$ cat src/rtl/uart_pkg.sv
// Shared UART definitions.
//   uart_rx_state_e : receiver frame-state encoding
//   uart_rx_cfg_t   : per-frame configuration captured at the start edge
//   uart_clamp_bits : forces a data-bit count into the supported range
package uart_pkg;

    localparam int unsigned UART_MIN_DATA_BITS = 5;
    localparam int unsigned UART_MAX_DATA_BITS = 9;

    typedef enum logic [2:0] {
        StIdle,
        StStart,
        StData,
        StParity,
        StStop1,
        StStop2,
        StBreakWait
    } uart_rx_state_e;

    typedef struct packed {
        logic [3:0] data_bits;
        logic       parity_en;
        logic       parity_type;
        logic       stop_bits;
    } uart_rx_cfg_t;

    // Out-of-range requests are clamped so the shift register index never leaves the data width.
    function automatic logic [3:0] uart_clamp_bits(input logic [3:0] bits,
                                                   input logic [3:0] max_bits);
        if (bits < 4'(UART_MIN_DATA_BITS)) begin
            return 4'(UART_MIN_DATA_BITS);
        end
        if (bits > max_bits) begin
            return max_bits;
        end
        return bits;
    endfunction

endpackage

$ cat src/rtl/uart_os_tick.sv
// Oversample timing: clock divider plus per-bit oversample counter.
//   clk, arst   : system clock, asynchronous active-high reset
//   run         : counting enable; when low both counters are held at 0 (acts as restart)
//   div         : clk cycles per oversample tick, 0 behaves as 1
//   sample      : strobe on each of the three mid-bit sample ticks
//   sample_last : strobe on the third mid-bit sample tick (bit resolves here)
module uart_os_tick #(
    parameter int unsigned OVERSAMPLE = 16,
    parameter int unsigned DIV_WIDTH  = 16
) (
    input  logic                 clk,
    input  logic                 arst,
    input  logic                 run,
    input  logic [DIV_WIDTH-1:0] div,
    output logic                 sample,
    output logic                 sample_last
);

    localparam int unsigned OsWidth = $clog2(OVERSAMPLE);
    localparam int unsigned Half    = OVERSAMPLE / 2;

    logic [DIV_WIDTH-1:0] div_cnt_q;
    logic [DIV_WIDTH-1:0] div_last;
    logic [OsWidth-1:0]   os_cnt_q;
    logic                 tick;

    assign div_last = (div == '0) ? '0 : div - DIV_WIDTH'(1);
    assign tick     = run && (div_cnt_q == div_last);

    always_ff @(posedge clk or posedge arst) begin
        if (arst) begin
            div_cnt_q <= '0;
            os_cnt_q  <= '0;
        end else if (!run) begin
            div_cnt_q <= '0;
            os_cnt_q  <= '0;
        end else if (tick) begin
            div_cnt_q <= '0;
            os_cnt_q  <= (os_cnt_q == OsWidth'(OVERSAMPLE - 1)) ? '0 : os_cnt_q + OsWidth'(1);
        end else begin
            div_cnt_q <= div_cnt_q + DIV_WIDTH'(1);
        end
    end

    // os_cnt_q is the tick index before increment, so the samples land on the ticks that
    // bring the count to Half-1, Half and Half+1.
    assign sample      = tick && (os_cnt_q >= OsWidth'(Half - 2)) && (os_cnt_q <= OsWidth'(Half));
    assign sample_last = tick && (os_cnt_q == OsWidth'(Half));

endmodule

$ cat src/rtl/uart_rx_oversampled.sv
// Oversampled UART receiver running entirely on the system clock.
//   clk_i, arst_i        : system clock, asynchronous active-high reset
//   cfg_*_i              : enable, tick divider and frame format (captured per frame)
//   rx_i                 : asynchronous serial line
//   data_o, err_*_o      : received character and its error flags, valid/ready qualified
//   data_valid_o/ready_i : single-entry output register handshake
//   break_o, overrun_o   : one-cycle event pulses
module uart_rx_oversampled
    import uart_pkg::*;
#(
    parameter int unsigned OVERSAMPLE    = 16,
    parameter int unsigned DIV_WIDTH     = 16,
    parameter int unsigned MAX_DATA_BITS = 8
) (
    input  logic                     clk_i,
    input  logic                     arst_i,
    input  logic                     cfg_en_i,
    input  logic [DIV_WIDTH-1:0]     cfg_div_i,
    input  logic [3:0]               cfg_data_bits_i,
    input  logic                     cfg_parity_en_i,
    input  logic                     cfg_parity_type_i,
    input  logic                     cfg_stop_bits_i,
    input  logic                     rx_i,
    output logic [MAX_DATA_BITS-1:0] data_o,
    output logic                     data_valid_o,
    input  logic                     data_ready_i,
    output logic                     err_parity_o,
    output logic                     err_frame_o,
    output logic                     break_o,
    output logic                     overrun_o
);

    logic                     sync1_q, sync2_q, rx_prev_q;
    uart_rx_state_e           state_q;
    uart_rx_cfg_t             cfg_q;
    logic [DIV_WIDTH-1:0]     div_q;
    logic [MAX_DATA_BITS-1:0] shreg_q;
    logic [3:0]               bit_cnt_q;
    logic [1:0]               samp_q;
    logic                     par_err_q, frm_err_q, zero_q;

    logic run, sample, sample_last;
    logic start_det, maj, exp_par, stop_break, complete, frame_err_new, hs;

    always_ff @(posedge clk_i or posedge arst_i) begin
        if (arst_i) begin
            sync1_q   <= 1'b1;
            sync2_q   <= 1'b1;
            rx_prev_q <= 1'b1;
        end else begin
            sync1_q   <= rx_i;
            sync2_q   <= sync1_q;
            rx_prev_q <= sync2_q;
        end
    end

    uart_os_tick #(
        .OVERSAMPLE (OVERSAMPLE),
        .DIV_WIDTH  (DIV_WIDTH)
    ) u_os_tick (
        .clk         (clk_i),
        .arst        (arst_i),
        .run         (run),
        .div         (div_q),
        .sample      (sample),
        .sample_last (sample_last)
    );

    assign run        = cfg_en_i && (state_q != StIdle);
    assign start_det  = cfg_en_i && (state_q == StIdle) && rx_prev_q && !sync2_q;
    // samp_q holds the first two samples of the bit; the third is the live line value.
    assign maj        = (samp_q[1] & samp_q[0]) | (samp_q[1] & sync2_q) | (samp_q[0] & sync2_q);
    assign exp_par    = (^shreg_q) ^ cfg_q.parity_type;
    assign stop_break = !maj && zero_q;
    assign complete   = cfg_en_i && sample_last &&
                        (((state_q == StStop1) && !stop_break && !cfg_q.stop_bits) ||
                         (state_q == StStop2));
    assign frame_err_new = !maj || ((state_q == StStop2) && frm_err_q);
    assign hs            = data_valid_o && data_ready_i;

    always_ff @(posedge clk_i or posedge arst_i) begin
        if (arst_i) begin
            state_q      <= StIdle;
            cfg_q        <= '0;
            div_q        <= '0;
            shreg_q      <= '0;
            bit_cnt_q    <= '0;
            samp_q       <= '0;
            par_err_q    <= 1'b0;
            frm_err_q    <= 1'b0;
            zero_q       <= 1'b0;
            data_o       <= '0;
            data_valid_o <= 1'b0;
            err_parity_o <= 1'b0;
            err_frame_o  <= 1'b0;
            break_o      <= 1'b0;
            overrun_o    <= 1'b0;
        end else begin
            break_o   <= 1'b0;
            overrun_o <= 1'b0;
            if (hs) begin
                data_valid_o <= 1'b0;
            end
            if (sample) begin
                samp_q <= {samp_q[0], sync2_q};
            end

            if (!cfg_en_i) begin
                state_q <= StIdle;
            end else begin
                case (state_q)
                    StIdle: begin
                        if (start_det) begin
                            state_q   <= StStart;
                            cfg_q     <= '{data_bits:   uart_clamp_bits(cfg_data_bits_i,
                                                                        4'(MAX_DATA_BITS)),
                                           parity_en:   cfg_parity_en_i,
                                           parity_type: cfg_parity_type_i,
                                           stop_bits:   cfg_stop_bits_i};
                            div_q     <= cfg_div_i;
                            shreg_q   <= '0;
                            bit_cnt_q <= '0;
                            par_err_q <= 1'b0;
                            frm_err_q <= 1'b0;
                            zero_q    <= 1'b1;
                        end
                    end
                    StStart: begin
                        if (sample_last) begin
                            state_q <= maj ? StIdle : StData;
                        end
                    end
                    StData: begin
                        if (sample_last) begin
                            shreg_q <= shreg_q | (MAX_DATA_BITS'(maj) << bit_cnt_q);
                            zero_q  <= zero_q & ~maj;
                            if (bit_cnt_q == cfg_q.data_bits - 4'd1) begin
                                state_q <= cfg_q.parity_en ? StParity : StStop1;
                            end else begin
                                bit_cnt_q <= bit_cnt_q + 4'd1;
                            end
                        end
                    end
                    StParity: begin
                        if (sample_last) begin
                            par_err_q <= (maj != exp_par);
                            zero_q    <= zero_q & ~maj;
                            state_q   <= StStop1;
                        end
                    end
                    StStop1: begin
                        if (sample_last) begin
                            if (stop_break) begin
                                break_o <= 1'b1;
                                state_q <= StBreakWait;
                            end else if (cfg_q.stop_bits) begin
                                frm_err_q <= !maj;
                                state_q   <= StStop2;
                            end else begin
                                state_q <= StIdle;
                            end
                        end
                    end
                    StStop2: begin
                        if (sample_last) begin
                            state_q <= StIdle;
                        end
                    end
                    StBreakWait: begin
                        if (sync2_q) begin
                            state_q <= StIdle;
                        end
                    end
                    default: state_q <= StIdle;
                endcase
            end

            // A handshake in the same cycle frees the register, so a completing frame loads.
            if (complete) begin
                if (!data_valid_o || data_ready_i) begin
                    data_o       <= shreg_q;
                    err_parity_o <= par_err_q;
                    err_frame_o  <= frame_err_new;
                    data_valid_o <= 1'b1;
                end else begin
                    overrun_o <= 1'b1;
                end
            end
        end
    end

endmodule
$ cat config.mk
export PLATFORM = sky130hd
export DESIGN_NAME = uart_rx_oversampled
export DESIGN_NICKNAME = d
export VERILOG_FILES = /design/src/rtl/uart_pkg.sv /design/src/rtl/uart_os_tick.sv /design/src/rtl/uart_rx_oversampled.sv
export SDC_FILE = /design/constraint.sdc
export NUM_CORES = 1
export LEC_CHECK = 0
export CORE_MARGIN = 2
export CORE_UTILIZATION = 45
export CTS_CLUSTER_DIAMETER = 80
export DETAILED_ROUTE_END_ITERATION = 8
export HOLD_SLACK_MARGIN = 0.06
export SKIP_CTS_REPAIR_TIMING = 1
export SYNTH_ARGS = -nofsm -noshare
export SYNTH_HDL_FRONTEND = slang
export SYNTH_SLANG_ARGS = --single-unit
$ cat constraint.sdc
create_clock -name clk_i -period 8.8 [get_ports clk_i]
set_input_delay 0.88 -clock clk_i [delete_from_list [all_inputs] [get_ports clk_i]]
set_output_delay 0.88 -clock clk_i [all_outputs]
set_load 0.02 [all_outputs]
==> flow_metrics.env, run 1 <==
export IMPL_cts_buffers=9
export IMPL_synthDistinctLibCells=65
export IMPL_worstPathArrival_ns=4.87
export IMPL_clock_sinks=79
export IMPL_antenna_found_initial=0
export IMPL_diodes=0
export IMPL_leakagePower_nw=2.29
export IMPL_gp_congestion=0.967
export IMPL_placed_cells=656
export IMPL_drtIter0Drc=339
export IMPL_start_util_pct=46.7
export IMPL_cts_tree="built"
export IMPL_drt_first_pass_iters=5
export IMPL_avgRoutedWirePerCell_um=16.5
export IMPL_final_hold_violation_count=0
export IMPL_final_common_cell="dfrtp_1"
export IMPL_syn_num_nets=543
export IMPL_final_cell_mix="dfrtp_1, nand2_1, nor2_1, clkdlybuf4s50_1, mux2_2"
export IMPL_drc=0
export IMPL_synthesis_area_um2=4850
export IMPL_endpoint_kind="flop"
export IMPL_cts_buffer_depth=2
export IMPL_grt_ovfl_total=0
export IMPL_hp_class="reg -> reg"
export IMPL_final_area_um2=5500
export IMPL_die_x_um=108
export IMPL_multi_input_area_um2=2650
export IMPL_syn_area_per_cell_um2=9.52
export IMPL_drive_gt1_share_pct=12.5
export IMPL_yosys_warnings=0
export IMPL_nNetsFinal=565
export IMPL_grt_pass1_vias=3714
export IMPL_syn_inst=509
export IMPL_fill_cells=951
export IMPL_drv_cap=0
export IMPL_grt_max_degree=80
export IMPL_synth_main_ff_cell="dfrtp_1"
export IMPL_setup_viol=0
export IMPL_stdcell_count=672
export IMPL_routed_wl_um=11100
export IMPL_fin_skew_ns=0.0149
export IMPL_htreeDepth=3
export IMPL_ir_drop_v=0.000121
export IMPL_synth_edf_count=0
export IMPL_rsz0062_at_grt="no"
export IMPL_async_reset_ff_share_pct=100
export IMPL_status="finished, final reports clean"
export IMPL_fp_coreArea_um2=10400
export IMPL_dieArea_um2=11600
export IMPL_min_period_ns=4.61
export IMPL_critPathRequiredTime_ns=9.06
export IMPL_pin_count=41
export IMPL_fmax_ghz=0.217
export IMPL_fin_crit_sh_pct=52.4
export IMPL_fin_setup_tns_ns=0
export IMPL_routed_via_count=3919
export IMPL_startpoint_type="flop"
export IMPL_power_density_nw_per_um2=162
export IMPL_port_buffer_count=40
export IMPL_drv_slew=0
export IMPL_place_area_um2=5300
export IMPL_num_rows=37
export IMPL_areaGrowthSynthToFinish_pct=13.6
export IMPL_worst_pin_slew_ns=0.999
export IMPL_clk_latency_ns=0.37
export IMPL_critPathKind="reg -> reg"
export IMPL_grtUsageTotal_pct=20.5
export IMPL_clockRootBuffer="clkbuf_8"
export IMPL_synth_seq_cells=79
export IMPL_ant_nets=0
export IMPL_via_per_inst=5.83
export IMPL_grt_pass1_wl_um=18400
export IMPL_die_h_um=108
export IMPL_seq_area_frac_synth_pct=40.9
export IMPL_relSlewSlack_pct=33.4
export IMPL_regArea_um2=1980
export IMPL_clk_transition_reported_paths_ns=0.08
export IMPL_dp_hpwl_um=7850
export IMPL_crit_fanout=11
## flip-flops by register name (all words and copies together) (netlist names), 2 cells and up
register	count
data_o	8
cfg_q	7
u_os_tick.os_cnt_q	4
shreg_q	8
div_q	16
bit_cnt_q	4
state_q	3
samp_q	2
u_os_tick.div_cnt_q	16
## cells in the mapped netlist (3+ instances only)
library cell / n / area share, %
dfrtp_1: 76 / 39
nand2_1: 46 / 3.6
nor2_1: 42 / 3.3
mux2_2: 26 / 6.0
nand3_1: 25 / 2.6
clkbuf_1: 22 / 1.7
inv_1: 22 / 1.7
xnor2_1: 22 / 4.0
a21oi_1: 17 / 1.8
xor2_1: 14 / 2.5
nor3_1: 13 / 1.3
o21ai_0: 13 / 1.3
mux2_4: 10 / 3.1
mux2i_1: 9 / 1.9
nor4_1: 9 / 1.2
nand2b_1: 8 / 1.0
nand4_1: 8 / 1.0
nor2b_1: 8 / 1.0
o31ai_1: 8 / 1.2
or3_1: 7 / 0.90
ha_1: 6 / 1.5
nor3b_1: 6 / 0.93
and2_1: 5 / 0.65
and3_1: 4 / 0.52
nor4b_1: 4 / 0.72
o211ai_1: 4 / 0.62
o21a_1: 4 / 0.62
or4_1: 4 / 0.62
a31oi_1: 3 / 0.39
a32o_1: 3 / 0.62
and4_1: 3 / 0.54
buf_2: 3 / 0.31
dfstp_2: 3 / 1.6
nand3b_1: 3 / 0.46
nand4b_1: 3 / 0.54
## metal layers
layer | vias to the layer above | global-route usage [%] | wire [um]
met5 | - | 0 | 0
met4 | 0 | 9.80 | 272
met3 | 28 | 4.18 | 621
met2 | 140 | 28.3 | 4580
met1 | 1874 | 30.4 | 5620
li1 | 1877 | - | -
## path summary, 6_finish.rpt
path | from | endpoint | slack (ns) | cells after the start
max reg2reg | div_q[2]$_DFFE_PP0P_ | data_o[3]$_DFFE_PP0P_ | 4.19 | 9
min | sync1_q$_DFF_PP1_ | sync2_q$_DFF_PP1_ | 0.36 | 0
min reg2reg | sync1_q$_DFF_PP1_ | sync2_q$_DFF_PP1_ | 0.36 | 0
max | div_q[2]$_DFFE_PP0P_ | data_o[3]$_DFFE_PP0P_ | 4.19 | 9
max in group asynchronous | arst_i | u_os_tick.div_cnt_q[2]$_DFF_PP0_ | 7.01 | 3
min in group asynchronous | arst_i | break_o$_DFF_PP0_ | 1.11 | 3
## cell type report
class,count,share of cell area (%)
Multi-Input combinational cell,378,48.2
Inverter,22,1.52
Timing Repair Buffer,41,7.41
Clock inverter,5,1.02
Tap cell,136,3.09
Clock buffer,11,2.75
Sequential cell,79,36.0
## where the power goes
part           total, W  switching, W  leakage (nW)  internal, W
combinational  0.000182     0.0000941          1.14    0.0000879
clock          0.000281      0.000135         0.105     0.000146
sequential     0.000431     0.0000426          1.04     0.000388
## through the flow
step	total power (W)	utilization [%]	worst slack, ns	hold slack (ns)
global placement	0.000612	51.1	4.28	0.350
floorplan	0.000567	-	5.39	0.345
finish	0.000893	53.1	4.19	0.361
detailed placement	0.000617	51.1	4.21	0.348
CTS	0.000902	53.1	4.17	0.362
global route	0.000949	53.1	3.85	0.373
## cells by family after synthesis
kind of cell	Yosys count	synth area share, %
AO/OA/AOI/OAI	83	12.2
AND/OR/NAND/NOR	206	22.8
flip-flops	79	40.9
multiplexers	45	11.0
buffers and inverters	52	4.49
adder cells (fa/ha/maj)	7	1.76
XOR/XNOR	37	6.97
## critical path: stages, from the launching register on
cell       delay (ns)
dfrtp_1          0.46
or4_1            0.71
o41a_1           0.44
a2111oi_0        0.39
a32oi_1          0.10
o32a_1           0.24
nor4_4           0.38
and4_1           0.52
nand4b_1         0.71
mux2_4           0.54
Power figures use the tool's default switching activity.
==> inputs of run 2 (changes only) <==
--- a/config.mk
+++ b/config.mk
@@ -10,6 +10,7 @@
 export CTS_CLUSTER_DIAMETER = 80
 export DETAILED_ROUTE_END_ITERATION = 8
 export HOLD_SLACK_MARGIN = 0.06
+export PLACE_DENSITY = 0.67
 export SKIP_CTS_REPAIR_TIMING = 1
 export SYNTH_ARGS = -nofsm -noshare
 export SYNTH_HDL_FRONTEND = slang
==> constraint.sdc (replaced) <==
create_clock -name clk_i -period 4.15 [get_ports clk_i]
set_input_delay 0.415 -clock clk_i [delete_from_list [all_inputs] [get_ports clk_i]]
set_output_delay 0.415 -clock clk_i [all_outputs]
set_load 0.02 [all_outputs]
==> run 2 against run 1 <==
Compared with the run above:
- fmax increased by 19%
- core utilization up 0.81 points
- highest routed layer unchanged
- critical path depth grew 2
==> flow_metrics.env, run 2 (same netlist as run 1, synthesis figures left out) <==
export IMPL_status="finished, final reports clean"
export IMPL_worstPathArrival_ns=4.12
export IMPL_clockRootBuffer="clkbuf_8"
export IMPL_cts_buffer_depth=2
export IMPL_dp_hpwl_um=8050
export IMPL_drive_gt1_share_pct=14.1
export IMPL_drv_cap=0
export IMPL_areaGrowthSynthToFinish_pct=15.3
export IMPL_fin_crit_sh_pct=93.2
export IMPL_routed_wl_um=11100
export IMPL_comb_power_share_pct=21.4
export IMPL_cp_slowest_cell="a2111oi_0"
export IMPL_grt_use_met3_pct=2.60
export IMPL_grt_max_degree=53
export IMPL_worst_pin_slew_ns=0.911
export IMPL_dieArea_um2=11600
export IMPL_drt_first_pass_iters=5
export IMPL_grtUsageTotal_pct=20.5
export IMPL_grt_pass1_vias=3774
export IMPL_min_period_ns=3.87
export IMPL_whs_path_depth=0
export IMPL_cts_tree="built"
export IMPL_final_hold_violation_count=0
export IMPL_fmax_ghz=0.258
export IMPL_p_switching_w=0.000581
export IMPL_r2r_end="samp_q[0]$_DFFE_PP0P_"
export IMPL_clockPowerShare_pct=31.2
export IMPL_setup_viol=0
export IMPL_htreeDepth=3
export IMPL_fin_setup_tns_ns=0
export IMPL_fp_coreArea_um2=10400
export IMPL_drc=0
export IMPL_nNetsFinal=576
export IMPL_rsz0062_at_grt="no"
export IMPL_crit_fanout=12
export IMPL_final_common_cell="dfrtp_1"
export IMPL_grtUsageMet1_pct=30.0
export IMPL_fill_cells=947
export IMPL_final_cell_mix="dfrtp_1, nand2_1, nor2_1, clkdlybuf4s50_1, mux2_2"
export IMPL_clk_transition_reported_paths_ns=0.08
export IMPL_p_int_w=0.00133
export IMPL_reg_largest_list="div_q (16), u_os_tick.div_cnt_q (16)"
export IMPL_gr_usage_met2_pct=30.9
export IMPL_drv_slew=0
export IMPL_reg2reg_depth=11
export IMPL_start_util_pct=46.7
export IMPL_switching_share_pct=30.4
export IMPL_grt_ovfl_total=0
export IMPL_pwr_share_seq_pct=47.4
export IMPL_endpoint="samp_q[0]$_DFFE_PP0P_"
export IMPL_crit_chain="inv_1, ha_1, nor4b_1, nand4_1, mux2i_1, nand4b_1, a2111oi_0, and4bb_1, and4_1, o211a_1, mux2_2"
export IMPL_power_density_nw_per_um2=342
export IMPL_critPathRequiredTime_ns=4.40
export IMPL_avgRoutedWirePerCell_um=16.2
export IMPL_routed_via_count=3982
export IMPL_max_stage_delay_ns=0.47
export IMPL_startpoint_type="flop"
export IMPL_gr_max_usage_layer="met2"
export IMPL_cts_buffers=9
export IMPL_reg2reg_slack_ns=0.28
export IMPL_gp_congestion=0.977
export IMPL_startpoint="div_q[0]$_DFFE_PP0P_"
export IMPL_num_rows=37
export IMPL_fin_skew_ns=0.0106
export IMPL_drtIter0Drc=273
export IMPL_via_per_inst=5.83
export IMPL_final_area_um2=5590
export IMPL_diodes=0
export IMPL_hp_class="reg -> reg"
export IMPL_cp_num_buf_inv=1
export IMPL_relSlewSlack_pct=39.2
export IMPL_die_x_um=108
export IMPL_critPathKind="reg -> reg"
export IMPL_antenna_found_initial=0
export IMPL_port_buffer_count=40
export IMPL_grt_pass1_wl_um=18800
export IMPL_ir_drop_v=0.000225
export IMPL_setup_slack_ns=0.281
export IMPL_pre_cts_slack_ns=0.436
export IMPL_pin_count=41
export IMPL_leakagePower_nw=2.34
export IMPL_reg2reg_from="div_q[0]$_DFFE_PP0P_"
export IMPL_die_h_um=108
export IMPL_ant_nets=0
export IMPL_endpoint_kind="flop"
export IMPL_cp_depth=11
export IMPL_clock_sinks=79
export IMPL_clk_latency_ns=0.36
export IMPL_place_area_um2=5380
export IMPL_worst_path_dominant_cell_family="simple AND/OR/NAND/NOR gates"
export IMPL_total_power_w=0.00191
==> run 2: changes by cell type in the layout (fill, tap and decap cells not counted) <==
cell,previous run,this run
clkinv_2,3,1
clkbuf_1,0,1
clkinvlp_4,1,2
buf_4,1,12
==> run 2: per-layer routing <==
layer | routed length, um | up-vias
li1 | - | 1895
met1 | 5260 | 1953
met2 | 5100 | 122
met3 | 562 | 12
met4 | 165 | 0
met5 | 0 | -
==> run 2: worst min-delay path by stage <==
stage	startpoint	endpoint	slack [ns]
detailed placement	sync1_q$_DFF_PP1_	sync2_q$_DFF_PP1_	0.35
CTS	sync1_q$_DFF_PP1_	sync2_q$_DFF_PP1_	0.36
global placement	sync1_q$_DFF_PP1_	sync2_q$_DFF_PP1_	0.35
global route	sync1_q$_DFF_PP1_	sync2_q$_DFF_PP1_	0.37
finish	sync1_q$_DFF_PP1_	sync2_q$_DFF_PP1_	0.36
floorplan	sync1_q$_DFF_PP1_	sync2_q$_DFF_PP1_	0.35
==> run 2: area by class of cell <==
type	count	area [um2]	area share [%]
multi-input combinational	378	2650	47.5
sequential	79	1980	35.4
timing repair buffer	52	490	8.78
tap	136	170	3.05
clock buffer	12	155	2.78
inverter	22	83.8	1.50
clock inverter	4	53.8	0.963
==> run 2: through the flow <==
step | cells | hold WS [ns] | utilization [%]
after floorplan | 509 | 0.345 | -
after global placement | 667 | 0.351 | 51.9
after detailed placement | 667 | 0.348 | 51.9
after CTS | 683 | 0.360 | 53.9
after global routing | 683 | 0.371 | 53.9
final | 683 | 0.358 | 53.9
==> run 2: power by group through the flow <==
stage          clock network [W]  registers, W  logic, W
2_1_floorplan                  0      0.000880  0.000322
3_3_place_gp                   0      0.000919  0.000397
3_5_place_dp                   0      0.000921  0.000406
4_1_cts                 0.000617      0.000907  0.000408
5_1_grt                 0.000646      0.000917  0.000451
6_report                0.000598      0.000907  0.000408
==> inputs of run 3 (changes only) <==
--- a/config.mk
+++ b/config.mk
@@ -5,12 +5,11 @@
 export SDC_FILE = /design/constraint.sdc
 export NUM_CORES = 1
 export LEC_CHECK = 0
-export CORE_MARGIN = 2
+export ABC_CLOCK_PERIOD_IN_PS = 4530
 export CORE_UTILIZATION = 45
 export CTS_CLUSTER_DIAMETER = 80
 export DETAILED_ROUTE_END_ITERATION = 8
 export HOLD_SLACK_MARGIN = 0.06
-export PLACE_DENSITY = 0.67
 export SKIP_CTS_REPAIR_TIMING = 1
 export SYNTH_ARGS = -nofsm -noshare
 export SYNTH_HDL_FRONTEND = slang
==> constraint.sdc (replaced) <==
create_clock -name clk_i -period 4.53 [get_ports clk_i]
set_input_delay 0.453 -clock clk_i [delete_from_list [all_inputs] [get_ports clk_i]]
set_output_delay 0.453 -clock clk_i [all_outputs]
set_load 0.02 [all_outputs]
==> run 3 against run 2 <==
Compared with the run above:
- largest cell class unchanged
- clock skew rose by 0.0078 ns
- core utilization shrank 0.39 points
- sequential cell count unchanged
==> flow_metrics.env, run 3 (same netlist as run 1, synthesis figures left out) <==
export IMPL_routed_via_count=3903
export IMPL_critPathRequiredTime_ns=4.79
export IMPL_clk_transition_reported_paths_ns=0.08
export IMPL_drc=0
export IMPL_final_common_cell="dfrtp_1"
export IMPL_status="finished, final reports clean"
export IMPL_total_power_w=0.00173
export IMPL_nNetsFinal=572
export IMPL_via_per_inst=5.75
export IMPL_fin_crit_sh_pct=88.8
export IMPL_grtUsageTotal_pct=22.2
export IMPL_fmax_ghz=0.249
export IMPL_final_area_um2=5550
export IMPL_dp_hpwl_um=8190
export IMPL_grt_ovfl_total=0
export IMPL_worstPathArrival_ns=4.28
export IMPL_place_area_um2=5350
export IMPL_clk_latency_ns=0.38
export IMPL_fin_setup_tns_ns=0
export IMPL_grt_pass1_vias=3812
export IMPL_fp_coreArea_um2=10400
export IMPL_reg_largest_list="div_q (16), u_os_tick.div_cnt_q (16)"
export IMPL_pin_count=41
export IMPL_critPathKind="reg -> reg"
export IMPL_drv_slew=0
export IMPL_start_util_pct=46.7
export IMPL_drt_first_pass_iters=4
export IMPL_setup_viol=0
export IMPL_die_x_um=106
export IMPL_drv_cap=0
export IMPL_dieArea_um2=11200
export IMPL_ant_nets=0
export IMPL_drtIter0Drc=210
export IMPL_startpoint_type="flop"
export IMPL_crit_fanout=11
export IMPL_reg2reg_depth=11
export IMPL_cts_buffers=9
export IMPL_grt_pass1_wl_um=19300
export IMPL_whs_path_depth=0
export IMPL_utilization_pct=53.5
export IMPL_endpoint_kind="flop"
export IMPL_ir_drop_v=0.000276
export IMPL_drive_gt1_share_pct=13.4
export IMPL_num_rows=37
export IMPL_rsz0062_at_grt="no"
export IMPL_avgRoutedWirePerCell_um=16.7
export IMPL_cts_buffer_depth=2
export IMPL_final_cell_mix="dfrtp_1, nand2_1, nor2_1, clkdlybuf4s50_1, mux2_2"
export IMPL_fill_cells=955
export IMPL_die_h_um=106
export IMPL_cts_tree="built"
export IMPL_hp_class="reg -> reg"
export IMPL_clockRootBuffer="clkbuf_8"
export IMPL_pre_cts_slack_ns=0.611
export IMPL_worst_pin_slew_ns=0.962
export IMPL_routed_wl_um=11300
export IMPL_antenna_found_initial=0
export IMPL_clock_sinks=79
export IMPL_htreeDepth=3
export IMPL_relSlewSlack_pct=35.8
export IMPL_setup_slack_ns=0.509
export IMPL_gp_congestion=0.907
export IMPL_power_density_nw_per_um2=312
export IMPL_diodes=0
export IMPL_min_period_ns=4.02
export IMPL_areaGrowthSynthToFinish_pct=14.5
export IMPL_leakagePower_nw=2.31
export IMPL_grt_max_degree=43
export IMPL_port_buffer_count=40
export IMPL_fin_skew_ns=0.0183
export IMPL_final_hold_violation_count=0
## run 3: changes by cell type in the layout (fill, tap and decap cells not counted), sizes merged
cell	previous run	this run
buf	12	8
clkbuf	12	11
clkinvlp	2	3
## run 3: critical path, cell delays in order (launching register included)
cell      delay, ns
dfrtp_1        0.47
nor4_2         0.71
nand2_1        0.26
nor3_1         0.37
mux2_2         0.40
mux2i_1        0.16
nor4bb_1       0.44
and4_1         0.26
buf_4          0.18
nand4b_1       0.11
buf_4          0.22
mux2_4         0.31
## run 3: where the power goes
part           switching (W)  leakage (nW)  internal [W]
Combinational       0.000187          1.18      0.000178
Sequential         0.0000776          1.04      0.000754
Clock               0.000265        0.0916      0.000269
Total               0.000530          2.31       0.00120
## run 3: through the flow
step | instances | hold slack (ns)
after floorplan | 509 | 0.345
after global placement | 663 | 0.350
after detailed placement | 663 | 0.347
after CTS | 679 | 0.364
after global routing | 679 | 0.370
final | 679 | 0.363
## run 3: path summary, 6_finish.rpt
| kind | startpoint | endpoint | slack, ns |
|---|---|---|---|
| worst max-delay path | div_q[2]$_DFFE_PP0P_ | data_o[1]$_DFFE_PP0P_ | 0.51 |
| worst min-delay path | sync1_q$_DFF_PP1_ | sync2_q$_DFF_PP1_ | 0.36 |
| worst max register to register | div_q[2]$_DFFE_PP0P_ | data_o[1]$_DFFE_PP0P_ | 0.51 |
| worst min register to register | sync1_q$_DFF_PP1_ | sync2_q$_DFF_PP1_ | 0.36 |
| max in group asynchronous | arst_i | div_q[4]$_DFFE_PP0P_ | 3.10 |
| min in group asynchronous | arst_i | cfg_q[2]$_DFFE_PP0P_ | 0.48 |
## run 3: layer usage
layer | track usage, % | part of all wire, %
met5 | 0 | 0
met4 | 8.13 | 1.6
met3 | 4.64 | 5.5
met2 | 32.7 | 44
met1 | 32.1 | 49
## run 3: cell type report
| type | count | area [um2] | share of cell area [%] |
|---|---|---|---|
| Multi-Input combinational cell | 378 | 2650 | 47.8 |
| Sequential cell | 79 | 1980 | 35.7 |
| Timing Repair Buffer | 48 | 460 | 8.30 |
| Tap cell | 136 | 170 | 3.07 |
| Clock buffer | 11 | 141 | 2.55 |
| Inverter | 22 | 83.8 | 1.51 |
| Clock inverter | 5 | 57.6 | 1.04 |
